**src/rtl/dspace_frame_tx_pkg.sv**
```systemverilog
// -----------------------------------------------------------------------------
// dspace_frame_tx_pkg
// Shared definitions for the dSPACE frame serialiser:
//   - FSM state encoding (legacy-compatible localparam constants)
//   - default sync words and slot periods
//   - nibble_sel(): pick payload nibble k out of the channel shadow register
// Optional feature macro used by the importers: DSPACE_FRAME_CHK_EN
// -----------------------------------------------------------------------------
package dspace_frame_tx_pkg;

   // FSM state encoding
   typedef logic [2:0] state_t;
   localparam state_t ST_IDLE  = 3'd0;
   localparam state_t ST_SYNC  = 3'd1;
   localparam state_t ST_PAY   = 3'd2;
   localparam state_t ST_CHK   = 3'd3;
   localparam state_t ST_TAIL1 = 3'd4;
   localparam state_t ST_TAIL2 = 3'd5;

   // Default frame delimiters
   localparam logic [3:0] DEF_SYNC_W = 4'h0;
   localparam logic [3:0] DEF_SYNC_F = 4'hF;

   // Default slot periods in clk cycles, indexed by sw
   localparam int DEF_RATE0 = 500;
   localparam int DEF_RATE1 = 750;
   localparam int DEF_RATE2 = 1000;
   localparam int DEF_RATE3 = 1250;

   // Widest shadow register / bus word the helper can handle
   localparam int SHADOW_MAX = 512;
   localparam int NIB_MAX    = 16;

   // Return the k-th nw-bit group of the (zero-extended) shadow register,
   // least-significant group first. The caller truncates to its bus width.
   function automatic logic [NIB_MAX-1:0] nibble_sel(
      input logic [SHADOW_MAX-1:0] shadow,
      input int unsigned           k,
      input int unsigned           nw
   );
      logic [SHADOW_MAX-1:0] w_shifted;
      w_shifted = shadow >> (k * nw);
      return w_shifted[NIB_MAX-1:0];
   endfunction

endpackage

```
**src/rtl/dspace_slot_timer.sv**
```systemverilog
// -----------------------------------------------------------------------------
// dspace_slot_timer
// Slot timing for the dSPACE frame serialiser: latches the slot period P from
// sw at frame start, runs the slot counter 0..P-1, flags the last cycle of a
// slot (tick) and produces the registered frate strobe (high while cnt < P/2).
// Ports:
//   clk, rst   clock, asynchronous active-high reset
//   i_load     a new frame starts on this edge (latch P, restart counter)
//   i_stop     the frame ends on this edge and the block goes idle
//   i_active   a frame is in progress (FSM not idle)
//   i_sw       rate select, sampled only with i_load
//   o_tick     combinational: current cycle is the last of the slot
//   o_frate    registered slot strobe
// -----------------------------------------------------------------------------
module dspace_slot_timer #(
   parameter int RW    = 11,
   parameter int RATE0 = 500,
   parameter int RATE1 = 750,
   parameter int RATE2 = 1000,
   parameter int RATE3 = 1250
) (
   input  logic       clk,
   input  logic       rst,
   input  logic       i_load,
   input  logic       i_stop,
   input  logic       i_active,
   input  logic [1:0] i_sw,
   output logic       o_tick,
   output logic       o_frate
);

   logic [RW-1:0] r_period;
   logic [RW-1:0] r_cnt;
   logic          r_frate;
   logic [RW-1:0] w_rate_sel;
   logic [RW-1:0] w_cnt_nxt;
   logic [RW-1:0] w_half;
   logic          w_frate_nxt;

   // Decode rate select into a period
   always_comb begin
      w_rate_sel = RW'(RATE0);
      case (i_sw)
         2'd0:    w_rate_sel = RW'(RATE0);
         2'd1:    w_rate_sel = RW'(RATE1);
         2'd2:    w_rate_sel = RW'(RATE2);
         2'd3:    w_rate_sel = RW'(RATE3);
         default: w_rate_sel = RW'(RATE0);
      endcase
   end

   assign w_half = r_period >> 1;
   assign o_tick = i_active && (r_cnt == (r_period - RW'(1)));

   // Next counter value and next strobe level. On load the counter restarts at
   // 0, where frate is always high for any legal period, so the stale half of
   // the previous period never matters.
   always_comb begin
      w_cnt_nxt   = RW'(0);
      w_frate_nxt = 1'b0;
      if (i_load || o_tick || !i_active) begin
         w_cnt_nxt = RW'(0);
      end else begin
         w_cnt_nxt = r_cnt + RW'(1);
      end
      if (i_load) begin
         w_frate_nxt = 1'b1;
      end else if (!i_active || i_stop) begin
         w_frate_nxt = 1'b0;
      end else begin
         w_frate_nxt = (w_cnt_nxt < w_half);
      end
   end

   // Period latch, slot counter and strobe register
   always_ff @(posedge clk or posedge rst) begin
      if (rst) begin
         r_period <= RW'(RATE0);
         r_cnt    <= RW'(0);
         r_frate  <= 1'b0;
      end else begin
         if (i_load) begin
            r_period <= w_rate_sel;
         end else begin
            r_period <= r_period;
         end
         r_cnt   <= w_cnt_nxt;
         r_frate <= w_frate_nxt;
      end
   end

   assign o_frate = r_frate;

endmodule

```
**src/rtl/dspace_frame_tx.sv**
```systemverilog
// -----------------------------------------------------------------------------
// dspace_frame_tx
// Master-side frame serialiser to the dSPACE board. Each frame is
//   SYNC_W, PAY[0..NP-1] (NP = NCH*DW/NW, LS nibble of channel 0 first),
//   optional CHK, SYNC_F, SYNC_F
// with every slot lasting P clk cycles; P is chosen by sw at frame start.
// ch_data and sw are snapshotted on SYNC entry. Dropping en lets the current
// frame finish; frames run back to back while en stays high.
// Optional feature: define DSPACE_FRAME_CHK_EN to insert a checksum slot that
// makes payload + checksum sum to 0 mod 2^NW.
// Ports:
//   clk, rst       clock, asynchronous active-high reset
//   en             start / continue framing
//   sw[1:0]        rate select
//   ch_data        NCH*DW channel words, channel 0 in the low DW bits
//   dspace_upper   registered slot word to dSPACE
//   frate          registered slot strobe, high for the first half of a slot
//   frame_start    one-cycle pulse as the SYNC slot begins
//   fin            one-cycle pulse as the first SYNC_F slot begins
// Limits: NCH*DW <= 512, NW <= 16.
// -----------------------------------------------------------------------------
module dspace_frame_tx
   import dspace_frame_tx_pkg::*;
#(
   parameter int            NCH    = 6,
   parameter int            DW     = 8,
   parameter int            NW     = 4,
   parameter int            RW     = 11,
   parameter int            RATE0  = DEF_RATE0,
   parameter int            RATE1  = DEF_RATE1,
   parameter int            RATE2  = DEF_RATE2,
   parameter int            RATE3  = DEF_RATE3,
   parameter logic [NW-1:0] SYNC_W = NW'(DEF_SYNC_W),
   parameter logic [NW-1:0] SYNC_F = NW'(DEF_SYNC_F)
) (
   input  logic              clk,
   input  logic              rst,
   input  logic              en,
   input  logic [1:0]        sw,
   input  logic [NCH*DW-1:0] ch_data,
   output logic [NW-1:0]     dspace_upper,
   output logic              frate,
   output logic              frame_start,
   output logic              fin
);

   localparam int NP = NCH * DW / NW;
   localparam int KW = (NP > 1) ? $clog2(NP) : 1;

   state_t            r_state;
   logic [KW-1:0]     r_k;
   logic [NCH*DW-1:0] r_shadow;
   logic [NW-1:0]     r_upper;
   logic              r_fstart;
   logic              r_fin;
`ifdef DSPACE_FRAME_CHK_EN
   logic [NW-1:0]     r_acc;
`endif

   logic              w_tick;
   logic              w_start;
   logic              w_stop;
   logic              w_pay_last;
   logic              w_pay_adv;
   logic [KW-1:0]     w_k_nxt;
   logic [NW-1:0]     w_nib_nxt;

   // A frame starts from IDLE as soon as en is seen, or straight after TAIL2
   assign w_start    = ((r_state == ST_IDLE) && en) ||
                       ((r_state == ST_TAIL2) && w_tick && en);
   assign w_stop     = (r_state == ST_TAIL2) && w_tick && !en;
   assign w_pay_last = (r_k == KW'(NP - 1));
   // Edges on which a new payload nibble goes onto the bus
   assign w_pay_adv  = w_tick && ((r_state == ST_SYNC) ||
                                  ((r_state == ST_PAY) && !w_pay_last));
   assign w_k_nxt    = (r_state == ST_SYNC) ? KW'(0) : (r_k + KW'(1));
   assign w_nib_nxt  = NW'(nibble_sel(SHADOW_MAX'(r_shadow), 32'(w_k_nxt), 32'(NW)));

   dspace_slot_timer #(
      .RW    (RW),
      .RATE0 (RATE0),
      .RATE1 (RATE1),
      .RATE2 (RATE2),
      .RATE3 (RATE3)
   ) u_timer (
      .clk      (clk),
      .rst      (rst),
      .i_load   (w_start),
      .i_stop   (w_stop),
      .i_active (r_state != ST_IDLE),
      .i_sw     (sw),
      .o_tick   (w_tick),
      .o_frate  (frate)
   );

`ifdef DSPACE_FRAME_CHK_EN
   // Running sum of the payload nibbles as each one enters the bus
   always_ff @(posedge clk or posedge rst) begin
      if (rst) begin
         r_acc <= NW'(0);
      end else if (w_start) begin
         r_acc <= NW'(0);
      end else if (w_pay_adv) begin
         r_acc <= r_acc + w_nib_nxt;
      end else begin
         r_acc <= r_acc;
      end
   end
`endif

   // Frame FSM, nibble index, shadow snapshot and registered bus outputs
   always_ff @(posedge clk or posedge rst) begin
      if (rst) begin
         r_state  <= ST_IDLE;
         r_k      <= KW'(0);
         r_shadow <= '0;
         r_upper  <= SYNC_W;
         r_fstart <= 1'b0;
         r_fin    <= 1'b0;
      end else begin
         r_fstart <= 1'b0;
         r_fin    <= 1'b0;
         if (w_start) begin
            r_state  <= ST_SYNC;
            r_k      <= KW'(0);
            r_shadow <= ch_data;
            r_upper  <= SYNC_W;
            r_fstart <= 1'b1;
         end else if (w_pay_adv) begin
            r_state <= ST_PAY;
            r_k     <= w_k_nxt;
            r_upper <= w_nib_nxt;
         end else begin
            case (r_state)
               ST_IDLE: begin
                  r_upper <= SYNC_F;
               end
               ST_PAY: begin
                  // only reached on the tick of the last payload slot
                  if (w_tick) begin
`ifdef DSPACE_FRAME_CHK_EN
                     r_state <= ST_CHK;
                     r_upper <= NW'(0) - r_acc;
`else
                     r_state <= ST_TAIL1;
                     r_upper <= SYNC_F;
                     r_fin   <= 1'b1;
`endif
                  end else begin
                     r_state <= r_state;
                  end
               end
`ifdef DSPACE_FRAME_CHK_EN
               ST_CHK: begin
                  if (w_tick) begin
                     r_state <= ST_TAIL1;
                     r_upper <= SYNC_F;
                     r_fin   <= 1'b1;
                  end else begin
                     r_state <= r_state;
                  end
               end
`endif
               ST_TAIL1: begin
                  if (w_tick) begin
                     r_state <= ST_TAIL2;
                     r_upper <= SYNC_F;
                  end else begin
                     r_state <= r_state;
                  end
               end
               ST_TAIL2: begin
                  // the en=1 case is handled by w_start above
                  if (w_stop) begin
                     r_state <= ST_IDLE;
                     r_upper <= SYNC_F;
                  end else begin
                     r_state <= r_state;
                  end
               end
               ST_SYNC: begin
                  r_state <= r_state;
               end
               default: begin
                  r_state <= ST_IDLE;
                  r_upper <= SYNC_F;
               end
            endcase
         end
      end
   end

   assign dspace_upper = r_upper;
   assign frame_start  = r_fstart;
   assign fin          = r_fin;

endmodule

```
**config.mk**
```make
export PLATFORM = sky130hd
export DESIGN_NAME = dspace_frame_tx
export DESIGN_NICKNAME = d
export VERILOG_FILES = /design/src/rtl/dspace_frame_tx_pkg.sv /design/src/rtl/dspace_slot_timer.sv /design/src/rtl/dspace_frame_tx.sv
export SDC_FILE = /design/constraint.sdc
export NUM_CORES = 1
export LEC_CHECK = 0
export BUFFER_PORTS_ARGS = -buffer_cell sky130_fd_sc_hd__buf_2
export CORE_AREA = 2 2 116 129
export DETAILED_ROUTE_END_ITERATION = 8
export DIE_AREA = 0 0 118 131
export PLACE_DENSITY = 0.56
export SYNTH_ARGS = -nofsm -noshare
export SYNTH_HDL_FRONTEND = slang
export SYNTH_SLANG_ARGS = --single-unit
```
**constraint.sdc**
```tcl
create_clock -name clk -period 3.3 [get_ports clk]
set_clock_uncertainty 0.05 [all_clocks]
set_input_delay 0.33 -clock clk [delete_from_list [all_inputs] [get_ports clk]]
set_output_delay 0.33 -clock clk [all_outputs]
set_load 0.02 [all_outputs]
```
==> summary.md <==
| Metric | Value |
|---|---|
| Outcome | finished, final reports clean |
| DR pass1 iterations | 4 |
| Final hold vios | 0 |
| Rows | 46 |
| Worst endpoint required time | 3.47 ns |
| Worst-Skew Late Latency | 0.33 ns |
| Layout cell share with drive strength beyond 1 | 34.81% |
| Seq/Total Area, Yosys | 47.44% |
| Minimum clock period | 3.100 ns |
| Vias per cell | 4.763 |
| GRT Total Usage | 12.72% |
| Worst Reg-to-Reg Cells | 12 |
| Crit. End Element | register |
| Syn. warnings | 0 |
| Sink Count | 79 |
| Die Y | 131 um |
| Postcts setup bufs | 0 |
| Syn Area/Cell | 11.41 sq um |
| Initial DRC count | 104 |
| Worst IR Drop VDD | 0.3015 mV |
| Total wire length | 9.320 mm |
| Initial antenna violation count | 0 |
| Die W | 118 um |
| Placed insts | 605 |
| CTS root buf | clkbuf_16 |
| PD cells | 624.2 nW/um^2 |
| DP Worst Slack | 0.2193 ns |
| Syn Nets | 432 |
| Crit path max fanout | 10 |
| Final worst setup slack | 0.2002 ns |
| Vias in the first global route | 3021 |
| Antenna viol nets, final | 0 |
| Setup violations, final | 0 |
| Largest net degree at the start of global routing | 66 |
| Clock-pin slew on the worst setup and hold paths | 0.06 ns |
| H-tree levels | 3 |
| Post-synth top flop | dfrtp_1 |
| R2R Setup Slk | 0.20 ns |
| Unique cell type count in the Yosys netlist | 61 |
| Port bufs | 59 |
| Post-Syn Area | 4175 sq um |
| Post-synth EDFFs | 0 |
| Final period utilization | 93.93% |
| Worst slew pin tran | 0.7972 ns |
| Final Core Density | 34.53% |
| Starting density of the core | 29.37% |
| Area Growth Syn to Fin | 17.56% |
| Ant diodes | 0 |
| Lkg Pwr | 2.082 nW |
| Max_slew headroom | 46.79% |
| Grt ovf | 0 |
| First-pass GRT wire length | 15.40 mm |
| DRC | 0 |
| #FFs+latches synth | 79 |
| Max_cap viols | 0 |
| Power Total | 3.064 mW |
| CTS tree | built |
| Die ar. | 15460 sq um |
| Fillers | 1459 |
| Crit path launch type | register |
| Clk buf depth | 2 |
| Worst Path Arrival | 3.27 ns |
| Min-Delay Path Class | in2async |
| Unrepaired setup endpoints after global routing | false |
| I/O pin cnt | 60 |
| Asr flop ratio synth | 100.0% |
| Fmax | 322.6 MHz |
| Routability cong. | 0.8225 |
| Fin. max-slew vios | 0 |
| Area taken by multi-input logic gates | 1989 sq um |
| Core area | 14220 sq um |
| NumNets Final | 490 |
| Final Non-Filler Cells | 620 |
| Final setup TNS | 0 ns |
| Vias | 2953 |
| Post-Syn Instances | 366 |
| CTS buffer count | 9 |
| DR WL/cell | 15.03 um |
| Post-DP HPWL | 6.942 mm |
| Setup CP Type | reg2reg |
| Register Area | 1981 sq um |
metrics by stage:
stage	cell area [sq um]	hold WS [ns]
6_report	4908	0.08051
2_1_floorplan	4175	0.4213
3_3_place_gp	4624	0.4314
4_1_cts	4908	0.09788
5_1_grt	4908	0.1291
3_5_place_dp	4624	0.4406
layer usage:
layer | global-route usage, % | vias up | wire length (um)
li1 | - | 1433 | -
met1 | 16.23 | 1451 | 4246
met2 | 21.00 | 61 | 4506
met3 | 3.255 | 8 | 437
met4 | 4.748 | 0 | 130
met5 | 0 | - | 0
kinds of logic (layout without fill, tap and decap cells):
group	Yosys count	after routing	synth area share, %
adder cells (fa/ha/maj)	13	13	3.896
XOR/XNOR	20	20	4.195
multiplexers	62	62	17.02
buffers and inverters	33	95	4.915
AO/OA/AOI/OAI	67	67	11.48
flip-flops	79	79	47.44
AND/OR/NAND/NOR	92	92	11.06
worst max-delay path: stages (launching register included):
cell,delay (ns)
dfstp_2,0.54
inv_1,0.06
ha_1,0.29
xor2_1,0.15
nand4_1,0.13
nor3_1,0.28
a21o_1,0.19
buf_4,0.17
nor2_1,0.07
ha_1,0.31
a21o_1,0.16
a211o_1,0.28
o41ai_1,0.32
flip-flops by register name (all words and copies together) (netlist names):
register,count
u_timer.r_cnt,11
r_state,3
fin,1
u_timer.o_frate,1
u_timer.r_period,6
r_shadow,48
frame_start,1
r_k,4
dspace_upper,4
final cells by class:
class / instances / share of cell area (%)
Inverter: 14 / 1.096
Sequential cell: 79 / 40.35
Clock inverter: 3 / 0.3569
Tap cell: 192 / 4.894
Clock buffer: 12 / 5.430
Timing Repair Buffer: 66 / 7.341
Multi-Input combinational cell: 254 / 40.53
cell usage after synthesis (4+ instances only):
cell       number  area share, %
dfrtp_1        76             46
o221ai_1        4           0.84
o21ai_1         4           0.48
mux2_2         52             14
a22oi_1         5           0.90
ha_1           13            3.9
nand2_1        22            2.0
inv_1          12            1.1
nand3_1        12            1.4
nor2_1         26            2.3
a21oi_1        10            1.2
buf_6           8            2.2
xor2_1          7            1.5
nor2b_1         6           0.90
o2111ai_1       4           0.84
clkbuf_1        8           0.72
xnor2_1        13            2.7
nand2b_1        4           0.60
mux2i_1         8            1.9
o21ai_0        12            1.4
power breakdown:
group,switching [mW],internal (mW)
clock network,0.369,0.564
registers,0.174,1.22
logic,0.337,0.404
layout by cell type, fill, tap and decap left out, types with 7 or more instances in the layout:
| master | n |
|---|---|
| dfrtp_1 | 76 |
| buf_2 | 59 |
| o21ai_0 | 11 |
| xnor2_1 | 13 |
| ha_1 | 13 |
| nand2_1 | 22 |
| a21oi_1 | 10 |
| mux2i_1 | 8 |
| clkbuf_16 | 9 |
| inv_1 | 11 |
| xor2_1 | 7 |
| nand3_1 | 12 |
| mux2_2 | 52 |
| nor2_1 | 26 |
path summary, 6_finish.rpt:
check,start,end
max reg2reg,u_timer.r_period[2]$_DFFE_PP1N_,u_timer.o_frate$_DFF_PP0_
max,u_timer.r_period[2]$_DFFE_PP1N_,u_timer.o_frate$_DFF_PP0_
min in group clk,ch_data[21],r_shadow[21]$_DFFE_PP0N_
max in group asynchronous,rst,u_timer.r_period[4]$_DFFE_PP1N_
min,rst,u_timer.r_cnt[0]$_DFF_PP0_
min reg2reg,r_shadow[41]$_DFFE_PP0N_,r_shadow[41]$_DFFE_PP0N_
timing repair:
| action | CTS | global route |
|---|---|---|
| endpoints found under the setup margin | 0 | 1 |
| resized for setup | 0 | 1 |
| hold buffers | 0 | 0 |
Note: power is estimated with default switching activity, not from simulation.
